### src/rtl/fft_pkg.sv
// fft_pkg: shared constants and helpers for the MDC FFT datapath.
//   WIDTH_DEF              default real/imag sample width
//   RND_CONST / RND_SHIFT  round-half-up constant 2^(WIDTH-3) and shift WIDTH-2
//   SAT_MAX / SAT_MIN      signed WIDTH-bit limits used when saturating
// The rnd_*/sat_* functions give the same quantities for any sample width,
// so parameterised blocks stay consistent with the default constants.
package fft_pkg;

  localparam int WIDTH_DEF = 10;

  function automatic int rnd_shift(input int w);
    return w - 32'sd2;
  endfunction

  function automatic int rnd_const(input int w);
    return 32'sd1 << (w - 32'sd3);
  endfunction

  function automatic int sat_max(input int w);
    return (32'sd1 << (w - 32'sd1)) - 32'sd1;
  endfunction

  function automatic int sat_min(input int w);
    return -(32'sd1 << (w - 32'sd1));
  endfunction

  localparam int RND_SHIFT = rnd_shift(WIDTH_DEF);
  localparam int RND_CONST = rnd_const(WIDTH_DEF);
  localparam int SAT_MAX   = sat_max(WIDTH_DEF);
  localparam int SAT_MIN   = sat_min(WIDTH_DEF);

endpackage

### src/rtl/fft_delay_line.sv
// fft_delay_line: DEPTH-entry shift register that advances only when en=1.
//   clk, rst_n  clock, asynchronous active-low reset (clears every entry)
//   en          shift enable (one accepted sample)
//   din         word entering the line
//   dout        word that entered DEPTH enabled cycles ago
module fft_delay_line #(
  parameter int WIDTH2 = 20,
  parameter int DEPTH  = 8
) (
  input  logic              clk,
  input  logic              rst_n,
  input  logic              en,
  input  logic [WIDTH2-1:0] din,
  output logic [WIDTH2-1:0] dout
);

  logic [WIDTH2-1:0] mem_r [DEPTH];

  // Shift register storage, advanced once per enabled cycle.
  always_ff @(posedge clk or negedge rst_n) begin
    if (!rst_n) begin
      for (int i = 0; i < DEPTH; i++) begin
        mem_r[i] <= {WIDTH2{1'b0}};
      end
    end else if (en) begin
      mem_r[0] <= din;
      for (int i = 1; i < DEPTH; i++) begin
        mem_r[i] <= mem_r[i-1];
      end
    end
  end

  assign dout = mem_r[DEPTH-1];

endmodule

### src/rtl/fft_mdc_commutator.sv
// fft_mdc_commutator: rescale lane B back to WIDTH bits, then perform the MDC
// delay-switch-delay reorder so the next butterfly sees pairs DEPTH apart.
//   clk, rst_n        clock, asynchronous active-low reset
//   sync              frame restart: clears sample counter and priming
//   in_valid          lane A/B sample present
//   a_re, a_im        lane A sample (WIDTH, signed)
//   b_re, b_im        lane B product (2*WIDTH-1, signed)
//   b_bypass          1: lane B is an unscaled sample, take its low WIDTH bits
//   y0_re, y0_im      later element of the output pair (registered)
//   y1_re, y1_im      earlier element, DEPTH samples before y0 (registered)
//   out_valid         output pair valid (registered)
// Build option: COMMUTATOR_SAT_EN clamps out-of-range rounded products to the
// signed WIDTH-bit limits; without it they wrap to the low WIDTH bits.
module fft_mdc_commutator
  import fft_pkg::*;
#(
  parameter int WIDTH = WIDTH_DEF,
  parameter int DEPTH = 8
) (
  input  logic                   clk,
  input  logic                   rst_n,
  input  logic                   sync,
  input  logic                   in_valid,
  input  logic signed [WIDTH-1:0]   a_re,
  input  logic signed [WIDTH-1:0]   a_im,
  input  logic signed [2*WIDTH-2:0] b_re,
  input  logic signed [2*WIDTH-2:0] b_im,
  input  logic                   b_bypass,
  output logic signed [WIDTH-1:0] y0_re,
  output logic signed [WIDTH-1:0] y0_im,
  output logic signed [WIDTH-1:0] y1_re,
  output logic signed [WIDTH-1:0] y1_im,
  output logic                   out_valid
);

  localparam int BW = 2*WIDTH - 1;
  localparam int SW = 2*WIDTH;            // one guard bit for the rounding add
  localparam int SB = $clog2(DEPTH);      // counter bit that drives the switch
  localparam int CW = SB + 1;             // counter counts mod 2*DEPTH
  localparam int SHIFT = rnd_shift(WIDTH);
  localparam logic signed [SW-1:0] RCONST = SW'(rnd_const(WIDTH));
`ifdef COMMUTATOR_SAT_EN
  localparam logic signed [SW-1:0] MAXV = SW'(sat_max(WIDTH));
  localparam logic signed [SW-1:0] MINV = SW'(sat_min(WIDTH));
`endif

  // Round-half-up then reduce to WIDTH bits; bypassed samples pass untouched.
  function automatic logic [WIDTH-1:0] rescale(input logic [BW-1:0] b,
                                               input logic       byp);
    logic signed [SW-1:0] sum;
    logic signed [SW-1:0] sh;
    logic        [WIDTH-1:0] r;
    sum = $signed({b[BW-1], b}) + RCONST;
    sh  = sum >>> SHIFT;
    if (byp) begin
      r = b[WIDTH-1:0];
    end else begin
`ifdef COMMUTATOR_SAT_EN
      if (sh > MAXV) begin
        r = MAXV[WIDTH-1:0];
      end else if (sh < MINV) begin
        r = MINV[WIDTH-1:0];
      end else begin
        r = sh[WIDTH-1:0];
      end
`else
      r = sh[WIDTH-1:0];
`endif
    end
    return r;
  endfunction

  logic [CW-1:0]      cnt_r;
  logic               primed_r;
  logic [CW-1:0]      cnt_s;
  logic               primed_s;
  logic               sw_s;
  logic [WIDTH-1:0]   rb_re_s, rb_im_s;
  logic [2*WIDTH-1:0] da_s;
  logic [2*WIDTH-1:0] m0_s, m1_s;
  logic [2*WIDTH-1:0] d2_s;

  // sync restarts the frame in the same cycle, so a sample accepted with it is k=0.
  always_comb begin
    cnt_s    = sync ? {CW{1'b0}} : cnt_r;
    primed_s = sync ? 1'b0 : primed_r;
    sw_s     = cnt_s[SB];
    rb_re_s  = rescale(b_re, b_bypass);
    rb_im_s  = rescale(b_im, b_bypass);
  end

  fft_delay_line #(.WIDTH2(2*WIDTH), .DEPTH(DEPTH)) u_dl1 (
    .clk   (clk),
    .rst_n (rst_n),
    .en    (in_valid),
    .din   ({a_re, a_im}),
    .dout  (da_s)
  );

  // Switch: route delayed A and current B to the two branches.
  always_comb begin
    if (sw_s) begin
      m0_s = {rb_re_s, rb_im_s};
      m1_s = da_s;
    end else begin
      m0_s = da_s;
      m1_s = {rb_re_s, rb_im_s};
    end
  end

  fft_delay_line #(.WIDTH2(2*WIDTH), .DEPTH(DEPTH)) u_dl2 (
    .clk   (clk),
    .rst_n (rst_n),
    .en    (in_valid),
    .din   (m1_s),
    .dout  (d2_s)
  );

  // Sample counter, sticky priming flag and the registered output pair.
  always_ff @(posedge clk or negedge rst_n) begin
    if (!rst_n) begin
      cnt_r     <= {CW{1'b0}};
      primed_r  <= 1'b0;
      y0_re     <= {WIDTH{1'b0}};
      y0_im     <= {WIDTH{1'b0}};
      y1_re     <= {WIDTH{1'b0}};
      y1_im     <= {WIDTH{1'b0}};
      out_valid <= 1'b0;
    end else if (in_valid) begin
      cnt_r     <= cnt_s + CW'(1);
      // The sample after k=DEPTH-1 is the first with a full pair behind it.
      primed_r  <= primed_s | (cnt_s == CW'(DEPTH - 1));
      y0_re     <= m0_s[2*WIDTH-1:WIDTH];
      y0_im     <= m0_s[WIDTH-1:0];
      y1_re     <= d2_s[2*WIDTH-1:WIDTH];
      y1_im     <= d2_s[WIDTH-1:0];
      out_valid <= primed_s;
    end else begin
      cnt_r     <= cnt_s;
      primed_r  <= primed_s;
      out_valid <= 1'b0;
    end
  end

endmodule

### config.mk
export PLATFORM = sky130hd
export DESIGN_NAME = fft_mdc_commutator
export DESIGN_NICKNAME = d
export VERILOG_FILES = /design/src/rtl/fft_pkg.sv /design/src/rtl/fft_delay_line.sv /design/src/rtl/fft_mdc_commutator.sv
export SDC_FILE = /design/constraint.sdc
export NUM_CORES = 1
export LEC_CHECK = 0
export BUFFER_PORTS_ARGS = -buffer_cell sky130_fd_sc_hd__buf_2
export CELL_PAD_IN_SITES_DETAIL_PLACEMENT = 2
export CELL_PAD_IN_SITES_GLOBAL_PLACEMENT = 2
export CORE_UTILIZATION = 48
export DETAILED_ROUTE_END_ITERATION = 8
export GPL_TIMING_DRIVEN = 1
export PLACE_DENSITY = 0.95
export SYNTH_ARGS = -nofsm -noshare
export SYNTH_HDL_FRONTEND = slang
export SYNTH_HIERARCHICAL = 1
export SYNTH_SLANG_ARGS = --single-unit
### constraint.sdc
create_clock -name clk -period 2.6 [get_ports clk]
set_input_delay 0.52 -clock clk [delete_from_list [all_inputs] [get_ports clk]]
set_output_delay 0.52 -clock clk [all_outputs]
set_load 0.02 [all_outputs]
## Yosys cells after proc, flatten, opt, wreduce, memory -nomap -nowiden

Cells that the tools add are included.

- $add $sub $neg: 3
- Equal/unequal tests: 1
- Mux-type cells: 9
- Bitwise operators: 1

Operators with widths:

| cell | count |
|---|---|
| $mux 20 | 2 |
| $add 18x9->18 const B | 2 |
| $mux 10 | 2 |
| $mux 4 | 2 |
| $add 4x1->4 const B | 1 |
| $eq 4x3->1 const B | 1 |
| $mux 1 | 3 |
| $or 1x1->1 | 1 |

- Register bits after elaboration: 366
- Bits of input ports: 63
- Output and inout bits: 41
- Word-level logic and storage cells: 37

## Logic depth before layout (Yosys ltp)

- Word-level depth: 4
- Gate-level depth with buffers: 7
- Gate-level depth less buffers: 6

## Modules after synthesis

Netlist, hierarchy kept.

By module, submodules not included:

| module | instances | cells an instance | area each (um2) | seq. area each (um2) |
|---|---|---|---|---|
| fft_delay_line | 2 | 358 | 6496.2 | 4003.8 |
| fft_mdc_commutator | 1 | 285 | 2716.4 | 1151.1 |

## Worst setup path before layout

Ideal clock, no wire load.

- Path kind: input to register
- Start: in b_re[7]
- End: reg u_dl2/mem_r[159] (netlist name)
- Library setup time: 125 ps
- Arrival: 1729 ps
- Data required time: 2475 ps
- Slack: 746 ps
- Cell stages on the path: 6
- Path buffers: 0
- Cells stage by stage: ha_1 > nand3_1 > o31a_1 > o31ai_1 > a21oi_1 > mux2_2

- Cells in the longest elaborated chain, start to end: 3

Ends and longest elaborated chain:

| what | RTL line | text |
|---|---|---|
| from (decl) | fft_mdc_commutator.sv:26 | `input logic signed [2*WIDTH-2:0] b_re,` |
| $add 18x9->18 | fft_mdc_commutator.sv:53 | `sum = $signed({b[BW-1], b}) + RCONST;` |
| $mux 10 | fft_mdc_commutator.sv:55 | `if (byp) begin` |
| $mux 20 | fft_mdc_commutator.sv:102 | `if (sw_s) begin` |
| net m1_s[19] | fft_mdc_commutator.sv:80 | `logic [2*WIDTH-1:0] m0_s, m1_s;` |
| to (signal, indexed assignment) | fft_delay_line.sv:23 | `mem_r[i] <= {WIDTH2{1'b0}};` |
| to (signal, indexed assignment) | fft_delay_line.sv:28 | `mem_r[i] <= mem_r[i-1];` |
| to (decl) | fft_delay_line.sv:17 | `logic [WIDTH2-1:0] mem_r [DEPTH];` |

The timed path passes the listed nets, and every way through them passes these cells.
A chain may end at the register's enable or synchronous reset.

## Final worst setup path

- Start: reg cnt_r[3]
- End: reg y0_im[4]

- Cells in the longest elaborated chain, start to end: 2

Ends and longest elaborated chain:

| what | RTL line | text |
|---|---|---|
| from (decl) | fft_mdc_commutator.sv:73 | `logic [CW-1:0] cnt_r;` |
| from (signal assigned) | fft_mdc_commutator.sv:122 | `cnt_r <= {CW{1'b0}};` |
| from (signal assigned) | fft_mdc_commutator.sv:130 | `cnt_r <= cnt_s + CW'(1);` |
| from (signal assigned) | fft_mdc_commutator.sv:139 | `cnt_r <= cnt_s;` |
| $mux 4 | fft_mdc_commutator.sv:85 | `cnt_s = sync ? {CW{1'b0}} : cnt_r;` |
| $mux 20 | fft_mdc_commutator.sv:102 |  |
| to (signal assigned) | fft_mdc_commutator.sv:125 | `y0_im <= {WIDTH{1'b0}};` |
| to (signal assigned) | fft_mdc_commutator.sv:134 | `y0_im <= m0_s[WIDTH-1:0];` |
| to (decl) | fft_mdc_commutator.sv:30 | `output logic signed [WIDTH-1:0] y0_im,` |

No other way between the ends.

==> metrics.md <==
| Metric | Value |
|---|---|
| Relative slew slack | `approximately two fifths` |
| Gp weighted congestion | `about 0.80` |
| CTS Hold Bufs | `0` |
| Crit path buffers/inverters | `0` |
| Type of the worst setup path | `reg -> reg` |
| Final wirelength | `41800 um` |
| Seq pwr share | `roughly half` |
| Die area | `between 30000 and 40000 sq um` |
| Commonest non-fill, non-tap cell in the layout | `dfrtp_1` |
| Clk pwr share | `a little over 30%` |
| Most frequently used flop master after synthesis | `dfrtp_1` |
| Hold Violations, Final | `8` |
| P&R area growth vs syn | `13.1%` |
| Nets | `between 1k and 1.5k` |
| Crit path required time | `2990 ps` |
| Max Cap Viol | `0` |
| Violated checks | `hold timing` |
| Area share of the largest cell type after synthesis | `between 50% and 60%` |
| # setup viols final | `0` |
| Post-synthesis sequential area ratio | `between 50% and 60%` |
| Area contributors post-synth | `dfrtp_1 (58%), mux2_4 (19%), mux2_2 (10%), buf_4 (2.0%), buf_6 (1.7%)` |
| Synth Warn # | `6` |
| CORE AREA | `around 32000 sq um` |
| Yosys reg bits | `about 370` |
| Filler cells | `between 2k and 3k` |
| Pins Over Slew Limit | `0` |
| Internal Power | `around 13000 uW` |
| Clk_lat worst skew | `roughly 530 ps` |
| Combinational power share | `20.5%` |
| Crit-path max FO | `19` |
| Root Driver | `clkbuf_16` |
| GR Util All Layers | `between 20% and 30%` |
| Post-CTS sizing | `0` |
| Share of layout cells above drive strength 1 | `between 40% and 50%` |
| Post-Syn Instances | `between 1k and 1.5k` |
| Cell Chain, Critical Path | `nor2b_2 > nand2_1 > o221ai_1` |
| Pwr per Cell Area | `1010 nW/um^2` |
| Worst min path class | `in -> async` |
| Sw power | `a little over 5000 uW` |
| EDFF count, synth | `0` |
| Sw frac | `28.4%` |
| Chip height | `about 180 um` |
| DP Worst Slack | `approximately 360 ps` |
| Initial antenna violation count | `9` |
| Clk sinks | `366` |
| Setup bufs post-CTS | `0` |
| Leakage power | `slightly above 0.008 uW` |
| Htree depth | `2` |
| Max Root-Sink Buffers | `3` |
| Max frequency | `~450 MHz` |
| First-pass GRT wire length | `about 63000 um` |
| CP max stage cell | `nor2b_2` |
| Min setup slack post-route | `399 ps` |
| Area of the mapped netlist | `between 15000 and 20000 sq um` |
| Vias per cell | `around 5.5` |
| Final Cycle Share | `84.6%` |
| Syn Area/Cell | `roughly 16 sq um` |
| Die width | `around 180 um` |
| Status | `finished with violations` |
| Total vias in the final route | `about 8.5k` |
| Share of flip-flops with an asynchronous set or reset | `100%` |
| Worst Path Arrival | `~2600 ps` |
| DR iter-0 viols | `around 400` |
| Num CTS Buffers | `39` |
| Drt wl/cell | `~27 um` |
| Final min period | `~2200 ps` |
| CP startpoint kind | `flip-flop` |
| RSZ-0062 raised after global routing | `no` |
| Drt drc | `0` |
| Clock skew | `about 16 ps` |
| Most area-hungry cell type in the Yosys netlist | `dfrtp_1` |
| Final Total Pwr | `roughly 18000 uW` |
| Top Ports | `between 100 and 150` |
| Non-filler cells in the finished layout | `around 1.6k` |
| Grt total ovfl | `0` |
| Yosys cell types | `39` |
| Reg clk slew, reported paths | `60 ps` |
| Hpwl dp | `between 20000 and 25000 um` |
| Initial Utilization | `49.3%` |
| Max VDD drop | `roughly 0.59 mV` |
| Syn Nets | `1067` |
| Core Rows | `65` |
| ANT nets after route | `0` |
| Hold slack | `-10.7 ps` |
| Total negative slack | `0 ps` |
| 1st-pass router iterations | `4` |
| Post-placement cell count | `between 1k and 1.5k` |
| CP Capture Type | `flip-flop` |
| PortBufs | `just over 100` |
| Vias in the first global route | `9980` |
| Largest net degree at the start of global routing | `78` |
| Most frequent cells in the layout | `dfrtp_1 (366), mux2_4 (200), mux2_2 (145), buf_2 (99), clkbuf_16 (41)` |
| CTS tree | `built` |
| Critical Path Max Stage Delay | `750 ps` |
| Family with the most delay on the worst path | `simple AND/OR/NAND/NOR gates` |
| Tightest Pin Transition | `886 ps` |
[power by group through the flow]
stage               Sequential, uW  Clock (uW)  Combinational (uW)
detailed placement            8630           0                3560
CTS                           8650        5720                3710
finish                        8650        5570                3670
global route                  8820        5880                3910
global placement              8350           0                3260
floorplan                     8430           0                2690
[cell type report]
class | count | area, sq um | area share (%)
clock inverters | 9 | 129 | 0.726
well taps | 435 | 544 | 3.06
multi-input cells | 526 | 5790 | 32.6
flip-flops and latches | 366 | 9160 | 51.6
diodes | 8 | 20.0 | 0.113
inverters | 16 | 60.1 | 0.338
repair buffers | 134 | 923 | 5.20
clock buffers | 57 | 1140 | 6.40
[worst paths after layout]
kind | slack, ps | start | cells after the start | end
min in group clk | 230 | a_im[2] | 2 | u_dl1/mem_r[142]
max | 400 | cnt_r[3] | 3 | y0_im[4]
max in group asynchronous | 1690 | rst_n | 2 | u_dl1/mem_r[149]
max reg2reg | 400 | cnt_r[3] | 3 | y0_im[4]
min reg2reg | 480 | y0_im[1] | 1 | y0_im[1]
min | -10 | rst_n | 1 | u_dl2/mem_r[29]
[cell families (layout without fill, tap and decap cells)]
| group | after synthesis | in the layout | synth area share [%] |
|---|---|---|---|
| fa+ha+maj | 3 | 3 | 0.239 |
| mux | 353 | 353 | 30.0 |
| other cells | 0 | 8 | 0 |
| flops | 366 | 366 | 58.3 |
| simple gates | 91 | 91 | 3.13 |
| compound gates | 66 | 66 | 2.74 |
| xor+xnor | 13 | 13 | 0.725 |
| buf+inv | 109 | 216 | 4.84 |
[metrics by stage]
step | instance area (sq um) | util, %
6_report | 17800 | 55.7
5_1_grt | 17800 | 55.7
4_1_cts | 17700 | 55.7
3_5_place_dp | 16500 | 51.7
3_3_place_gp | 16500 | 51.7
2_1_floorplan | 15700 | -
[routing by layer]
metal	routed length, um	global-route usage [%]	share of wire, %
met1	16100	28.5	38
met2	22500	45.9	54
met3	1470	4.17	3.5
met4	1740	11.0	4.2
met5	25	0	0.060
[Yosys cell counts, types with 2 or more instances]
library cell / n
a21oi_1: 13
a221o_1: 4
a31oi_1: 2
and2_1: 4
and3_1: 13
buf_1: 3
buf_2: 14
buf_4: 41
buf_6: 24
clkbuf_1: 11
dfrtp_1: 366
ha_1: 3
inv_1: 15
mux2_2: 145
mux2_4: 200
mux2i_1: 8
nand2_1: 19
nand2b_1: 4
nand3_1: 14
nand4_1: 6
nor2_1: 10
nor2b_1: 4
nor3_1: 2
nor4_1: 3
o211ai_1: 7
o21a_1: 2
o21ai_0: 22
o221ai_1: 8
o31a_1: 3
o31ai_1: 4
or3_1: 5
or4_1: 4
xnor2_1: 9
xor2_1: 4
[state kept, by name, indices dropped and copies added (netlist names), 10 cells and up]
register,count
y1_im,10
u_dl1/dout,20
u_dl1/mem_r,140
u_dl2/dout,20
u_dl2/mem_r,140
y0_im,10
y1_re,10
y0_re,10
(Power assumes the default switching activity.)
